`config.mk`:
```
export PLATFORM = sky130hd
export DESIGN_NAME = sha_padder
export DESIGN_NICKNAME = d
export VERILOG_FILES = /design/src/rtl/sha_padder.sv
export SDC_FILE = /design/constraint.sdc
export NUM_CORES = 2
export LEC_CHECK = 0
export ABC_AREA = 1
export BUFFER_PORTS_ARGS = -buffer_cell sky130_fd_sc_hd__buf_2
export CAP_MARGIN = 0
export CORE_MARGIN = 3
export CORE_UTILIZATION = 30
export DETAILED_ROUTE_END_ITERATION = 8
export GPL_ROUTABILITY_DRIVEN = 0
export GPL_TIMING_DRIVEN = 0
export PLACE_DENSITY = 0.47
export SLEW_MARGIN = 20
export SYNTH_ARGS = -nofsm -noshare
export SYNTH_HDL_FRONTEND = slang
export SYNTH_SLANG_ARGS = --single-unit
```
`constraint.sdc`:
```
create_clock -name axis_aclk -period 3.2 [get_ports axis_aclk]
set_input_delay 0.16 -clock axis_aclk [delete_from_list [all_inputs] [get_ports axis_aclk]]
set_output_delay 0.16 -clock axis_aclk [all_outputs]
set_load 0.05 [all_outputs]
```
`src/rtl/sha_padder.sv`:
```
`default_nettype none
// ============================================================================
// Module   : sha_padder
// Purpose  : SHA-2 message padder. Packs a 64-bit byte stream into 512-bit or
//            1024-bit message blocks, appends the 0x80 marker, zero fill and
//            the big-endian bit-length field, and emits blocks as 512-bit beats.
// Revision : 1.0 - initial release
// ============================================================================

`ifndef CODEC_POS
`define CODEC_POS 0
`endif

module sha_padder #(
   parameter int C_S_AXIS_DATA_WIDTH = 64,
   parameter int C_M_AXIS_DATA_WIDTH = 512,
   parameter int C_AXIS_TUSER_WIDTH  = 128
) (
   input  logic                             axis_aclk,
   input  logic                             axis_resetn,
   input  logic [C_S_AXIS_DATA_WIDTH-1:0]   s_axis_tdata,
   input  logic [C_S_AXIS_DATA_WIDTH/8-1:0] s_axis_tkeep,
   input  logic [C_AXIS_TUSER_WIDTH-1:0]    s_axis_tuser,
   input  logic                             s_axis_tvalid,
   output logic                             s_axis_tready,
   input  logic                             s_axis_tlast,
   output logic [C_M_AXIS_DATA_WIDTH-1:0]   m_axis_tdata,
   output logic [C_AXIS_TUSER_WIDTH-1:0]    m_axis_tuser,
   output logic                             m_axis_tvalid,
   input  logic                             m_axis_tready,
   output logic                             m_axis_tlast
);

   localparam logic [15:0] C_SHA2_224    = 16'h9320;  // varint 0x93 0x20 as {low, next}
   localparam logic [15:0] C_SHA2_256    = 16'h0012;
   localparam logic [15:0] C_SHA2_384    = 16'h0020;
   localparam logic [15:0] C_SHA2_512    = 16'h0013;
   localparam logic [63:0] C_MARKER_WORD = 64'h8000_0000_0000_0000;

   typedef enum logic [1:0] {
      S_IDLE = 2'd0,
      S_FILL = 2'd1,
      S_PAD  = 2'd2,
      S_EMIT = 2'd3
   } state_t;

   state_t        r_state, w_state_nxt;
   logic [63:0]   r_buf [16];
   logic [60:0]   r_count;
   logic [3:0]    r_widx;
   logic [127:0]  r_tuser;
   logic          r_mode;        // 1: 1024-bit blocks (SHA-384/512)
   logic          r_more;        // block emitted mid-message, return to FILL
   logic          r_pad_pend;    // an extra padding block follows
   logic          r_mark_pend;   // 0x80 marker still owed to the padding block
   logic          r_half;        // second 512-bit beat of a 1024-bit block
   logic          r_run;         // holds tready low until the first clock after reset

   logic [15:0]   w_codec;
   logic          w_mode_in, w_mode, w_accept, w_full_beat, w_at_end;
   logic          w_defer, w_mark_next, w_fits;
   logic [3:0]    w_nbytes, w_widx, w_last_word, w_len_word, w_mark_word;
   logic [60:0]   w_count_nxt;
   logic [63:0]   w_bitlen, w_word;

   // Codec decode: only the block size matters here (224/256 vs 384/512)
   always_comb begin
      w_codec = s_axis_tuser[`CODEC_POS+15:`CODEC_POS];
      if (s_axis_tuser[`CODEC_POS+7:`CODEC_POS] >= 8'h80)
         w_codec = {s_axis_tuser[`CODEC_POS+7:`CODEC_POS], s_axis_tuser[`CODEC_POS+15:`CODEC_POS+8]};
      case (w_codec)
         C_SHA2_224: w_mode_in = 1'b0;
         C_SHA2_256: w_mode_in = 1'b0;
         C_SHA2_384: w_mode_in = 1'b1;
         C_SHA2_512: w_mode_in = 1'b1;
         default:    w_mode_in = 1'b0;
      endcase
   end

   // Beat geometry: byte count, word placement, marker location and length fit
   always_comb begin
      w_nbytes = 4'd0;
      for (int i = 0; i < 8; i++)
         w_nbytes = w_nbytes + {3'd0, s_axis_tkeep[i]};
      w_mode      = (r_state == S_IDLE) ? w_mode_in : r_mode;
      w_widx      = (r_state == S_IDLE) ? 4'd0 : r_widx;
      w_last_word = w_mode ? 4'd15 : 4'd7;
      w_len_word  = w_mode ? 4'd14 : 4'd7;
      w_accept    = s_axis_tvalid & s_axis_tready;
      w_full_beat = (w_nbytes == 4'd8);
      w_at_end    = (w_widx == w_last_word);
      // a full tlast beat pushes the marker to byte 0 of the following word
      w_mark_word = w_full_beat ? (w_widx + 4'd1) : w_widx;
      w_defer     = s_axis_tlast & w_full_beat & w_at_end;
      w_mark_next = s_axis_tlast & w_full_beat & ~w_at_end;
      w_fits      = ~w_defer & (w_mark_word < w_len_word);
      w_count_nxt = r_count + {57'd0, w_nbytes};
      w_bitlen    = {w_count_nxt, 3'b000};
      w_word      = 64'd0;
      for (int b = 0; b < 8; b++) begin
         if (s_axis_tkeep[7-b])
            w_word[63-8*b -: 8] = s_axis_tdata[63-8*b -: 8];
         else if (s_axis_tlast && (w_nbytes == 4'(b)))
            w_word[63-8*b -: 8] = 8'h80;
      end
   end

   // State register
   always_ff @(posedge axis_aclk or negedge axis_resetn) begin
      if (!axis_resetn)
         r_state <= S_IDLE;
      else
         r_state <= w_state_nxt;
   end

   // Next-state logic
   always_comb begin
      w_state_nxt = r_state;
      case (r_state)
         S_IDLE, S_FILL: begin
            if (w_accept)
               w_state_nxt = (s_axis_tlast || w_at_end) ? S_EMIT : S_FILL;
         end
         S_PAD: w_state_nxt = S_EMIT;
         S_EMIT: begin
            if (m_axis_tready && (!r_mode || r_half)) begin
               if (r_more)
                  w_state_nxt = S_FILL;
               else if (r_pad_pend)
                  w_state_nxt = S_PAD;
               else
                  w_state_nxt = S_IDLE;
            end
         end
         default: w_state_nxt = S_IDLE;
      endcase
   end

   // Block buffer, byte counter and per-message flags
   always_ff @(posedge axis_aclk or negedge axis_resetn) begin
      if (!axis_resetn) begin
         for (int i = 0; i < 16; i++) r_buf[i] <= 64'd0;
         r_count     <= '0;
         r_widx      <= '0;
         r_tuser     <= '0;
         r_mode      <= 1'b0;
         r_more      <= 1'b0;
         r_pad_pend  <= 1'b0;
         r_mark_pend <= 1'b0;
         r_half      <= 1'b0;
         r_run       <= 1'b0;
      end else begin
         r_run <= 1'b1;
         case (r_state)
            S_IDLE, S_FILL: begin
               if (w_accept) begin
                  if (r_state == S_IDLE) begin
                     r_tuser <= s_axis_tuser;
                     r_mode  <= w_mode_in;
                  end
                  r_count       <= w_count_nxt;
                  r_buf[w_widx] <= w_word;
                  if (s_axis_tlast) begin
                     if (w_mark_next) r_buf[w_mark_word] <= C_MARKER_WORD;
                     if (w_fits)      r_buf[w_last_word] <= w_bitlen;
                     r_more      <= 1'b0;
                     r_pad_pend  <= ~w_fits;
                     r_mark_pend <= w_defer;
                  end else if (w_at_end) begin
                     r_more <= 1'b1;
                  end else begin
                     r_widx <= w_widx + 4'd1;
                  end
               end
            end
            S_PAD: begin
               if (r_mark_pend) r_buf[0] <= C_MARKER_WORD;
               r_buf[r_mode ? 15 : 7] <= {r_count, 3'b000};
               r_pad_pend  <= 1'b0;
               r_mark_pend <= 1'b0;
            end
            S_EMIT: begin
               if (m_axis_tready) begin
                  if (r_mode && !r_half) begin
                     r_half <= 1'b1;
                  end else begin
                     // block consumed: clear so the next block starts zero-filled
                     r_half <= 1'b0;
                     for (int i = 0; i < 16; i++) r_buf[i] <= 64'd0;
                     r_widx <= '0;
                     r_more <= 1'b0;
                     if (!r_more && !r_pad_pend) r_count <= '0;
                  end
               end
            end
            default: ;
         endcase
      end
   end

   assign s_axis_tready = r_run & ((r_state == S_IDLE) | (r_state == S_FILL));
   assign m_axis_tvalid = (r_state == S_EMIT);
   assign m_axis_tlast  = (r_state == S_EMIT) & ~r_more & ~r_pad_pend & (~r_mode | r_half);
   assign m_axis_tuser  = r_tuser;
   assign m_axis_tdata  = r_half ?
      {r_buf[8], r_buf[9], r_buf[10], r_buf[11], r_buf[12], r_buf[13], r_buf[14], r_buf[15]} :
      {r_buf[0], r_buf[1], r_buf[2],  r_buf[3],  r_buf[4],  r_buf[5],  r_buf[6],  r_buf[7]};

endmodule

`default_nettype wire

```
==> results.py <==
metrics = {
    "synthesis": {
        "synth_top_area_share": 0.439,
        "yosys.area_share.xor_xnor": 0.00575,
        "ys_seq_area_frac": 0.439,
        "yosysTopAreaCell": "dfrtp_1",
        "synth_compound_area_frac": 0.222,
        "ys_types": 43,
        "synth_top_family_by_area": "compound AO/OA/AOI/OAI gates",
        "yosysMostFrequentCell": "o21ai_0",
        "synthAdderAreaFrac": 0.00376,
        "synth_ff_type": "dfrtp_1",
        "postSynth.asyncResetShare": 1.00,
        "synthesis.area_mm2": 0.0699,
        "yosys.area_share.simple": 0.204,
        "synth-edff-count": 0,
        "yosysWarnings": 0,
        "synth-seq-cells": 1225,
        "synth_commonest_cells": "2341 x o21ai_0, 2196 x nand2_1, 1225 x dfrtp_1, 1119 x inv_1, 886 x nand3_1",
        "synth_mux_area_frac": 0.0187,
        "netlist_instances": 9708,
        "avgSynthCellArea_um2": 7.20,
        "synth_nets": 9931,
        "yosys-top-cells-area": "dfrtp_1 44%, o21ai_0 17%, nand2_1 12%",
    },
    "worst_setup_path": {
        "cpPeakStageDelay_ns": 0.71,
        "crit_required_ns": 3.98,
        "critPathBufInv": 6,
        "cp_slowest_cell": "fa_2",
        "worstPathMaxFanout": 10,
        "endpoint_kind": "register",
        "path_delay_family": "adder cells",
        "crit_path_start": "s_axis_tkeep[1]",
        "timing.rr.start": "r_state[1]",
        "cp.arrival_ns": 5.17,
        "cp-start-kind": "primary input",
        "path_class": "in2reg",
    },
    "place": {
        "io_buffers": 843,
        "dp_hpwl_um": 331000,
        "placed_cells": 13600,
    },
    "hold_path": {
        "holdCritPathClass": "in2async",
    },
    "timing": {
        "fin_worst_skew_ns": 0.0372,
        "worst_pin_slew_ns": 1.36,
        "period_minus_slack_ns": 4.39,
        "post-route-period-util": 1.37,
        "max_freq_ghz": 0.228,
        "relSlewSlack": 0.0947,
        "hold_viol": 0,
        "setup_tns_ns": -937.76,
        "rsz0062_at_grt": "yes",
        "report.final.setup_viol": 1365,
        "layout_setup_ws_ns": -1.19,
        "slew_viol_final": 0,
    },
    "global_route": {
        "grt_max_degree": 128,
        "track_usage": 0.361,
        "grt_pass1_wl_um": 606000,
        "antenna_found_initial": 71,
        "gr-total-overflow": 0,
        "grt_pass1_vias": 76400,
    },
    "drt": {
        "via_count": 82700,
        "drtPass1Iterations": 6,
        "antenna_left": 0,
        "via_per_inst": 5.79,
        "drcViolationCount": 0,
        "drtIter0Drc": 11800,
        "routedWlPerCell_um": 31.7,
        "drt-total-wl_um": 453000,
    },
    "power": {
        "leakagePower_nw": 41.1,
        "powerDensity_mw_per_mm2": 869,
        "combPwrFrac": 0.530,
        "pwr-share-seq": 0.245,
        "internal_power_w": 0.0390,
        "clockPowerShare": 0.225,
        "ir_drop_v": 0.000706,
        "p_switching_w": 0.0429,
        "swShare": 0.524,
    },
    "cells_and_area": {
        "finalNonFillerCells": 14300,
        "area_delta_synth_final_pct": 35.0,
        "drive_above_1_share": 0.220,
        "nets": 11300,
    },
    "floorplanning": {
        "dieWidth_um": 489,
        "core_area_mm2": 0.231,
        "die_area_mm2": 0.239,
        "start_util": 0.303,
        "row_count": 176,
        "die_h_um": 489,
        "num_io_pins": 848,
    },
    "clocking": {
        "root_buffer": "clkbuf_16",
        "clkLatencyLatePin_ns": 0.85,
        "cts_buffers": 156,
        "clkTransAtPathRegs_ns": 0.06,
        "htreeDepth": 4,
        "clock_sinks": 1225,
        "cts_tree": "built",
        "cts_buffer_depth": 3,
    },
    "status": {
        "outcome": "complete, but fails checks",
        "violations": "negative setup slack",
    },
    "flow_run": {
        "drv_cap": 0,
    },
}
final cells by class:
class,instances,area (um^2)
multi-input combinational,6553,35500
sequential,1225,30700
inverter,1131,4260
buffer,808,4380
timing repair buffer,1217,10500
antenna,57,143
tap,3026,3790
clock buffer,237,4660
clock inverter,35,452
fill,24000,136000
what timing repair did:
item,CTS,global route
buffers inserted,83,57
resized for setup,1221,707
hold endpoints to repair,444,0
pin swaps,49,167
endpoints found under the setup margin,1673,1380
hold buffers,143,0
cloned,18,37
cells by family after synthesis:
| family | after synthesis |
|---|---|
| flops | 1225 |
| fa+ha+maj | 18 |
| simple gates | 3421 |
| compound gates | 2940 |
| mux | 116 |
| other cells | 1 |
| buf+inv | 1942 |
| xor+xnor | 45 |
flip-flops by register name (all words and copies together) (netlist names), 2 cells and up:
signal / cells
r_widx: 4
m_axis_tuser: 128
r_buf: 1024
r_state: 2
r_count: 61
power by group through the flow:
stage,Sequential (W),Clock [W],Combinational (W)
after floorplan,0.0225,0,0.0197
after global placement,0.0202,0,0.0371
after detailed placement,0.0202,0,0.0375
after CTS,0.0200,0.0184,0.0410
after global routing,0.0203,0.0190,0.0448
final,0.0201,0.0184,0.0434
cells in the final DEF (no fill, tap or decap), types with 92 or more instances in the layout:
cell type | netlist | final
nand3_2 | 0 | 169
buf_2 | 109 | 681
o211ai_1 | 103 | 103
nand2_1 | 2196 | 2084
dlygate4sd3_1 | 0 | 142
a21oi_1 | 259 | 223
clkbuf_16 | 0 | 194
inv_1 | 1119 | 1103
nor2_1 | 214 | 170
clkbuf_2 | 0 | 99
mux2_2 | 115 | 115
dfrtp_1 | 1225 | 1223
o21ai_1 | 18 | 208
o2111ai_1 | 103 | 100
o22ai_1 | 100 | 92
buf_6 | 0 | 101
o21ai_2 | 0 | 229
nand3_1 | 886 | 705
o21ai_0 | 2341 | 1900
buf_4 | 5 | 223
clkbuf_1 | 604 | 483
worst min-delay path, stage by stage:
cell,delay [ns]
dlygate4sd3_1,0.58
buf_12,0.17
buf_16,0.35
metrics by stage:
stage | utilization | total power (W) | hold WS, ns | setup slack [ns] | cell area (um^2)
floorplan | - | 0.0421 | -0.136 | -1.10 | 70100
global placement | 0.339 | 0.0573 | 0.392 | -28.25 | 78100
detailed placement | 0.345 | 0.0576 | 0.147 | -3.07 | 79600
CTS | 0.392 | 0.0794 | 0.00598 | -1.09 | 90400
global route | 0.408 | 0.0842 | 0.0295 | -1.23 | 94200
finish | 0.409 | 0.0819 | 0.0101 | -1.19 | 94300
per-layer routing:
| metal | GRT usage | part of all wire |
|---|---|---|
| met1 | 0.452 | 0.37 |
| met2 | 0.505 | 0.41 |
| met3 | 0.103 | 0.12 |
| met4 | 0.316 | 0.10 |
| met5 | 0 | 0.00023 |
path summary, 6_finish.rpt:
check                                    to  slack (ns)  cells after the start
hold / removal                   r_buf[736]        0.01                      3
hold reg to reg            m_axis_tuser[13]        0.49                      2
setup reg to reg                 r_buf[572]       -1.05                     19
min in group axis_aclk           r_buf[868]        0.04                      6
setup / recovery                 r_buf[572]       -1.19                     25
max in group asynchronous        r_buf[541]        1.07                      6
Note: power is estimated with default switching activity, not from simulation.
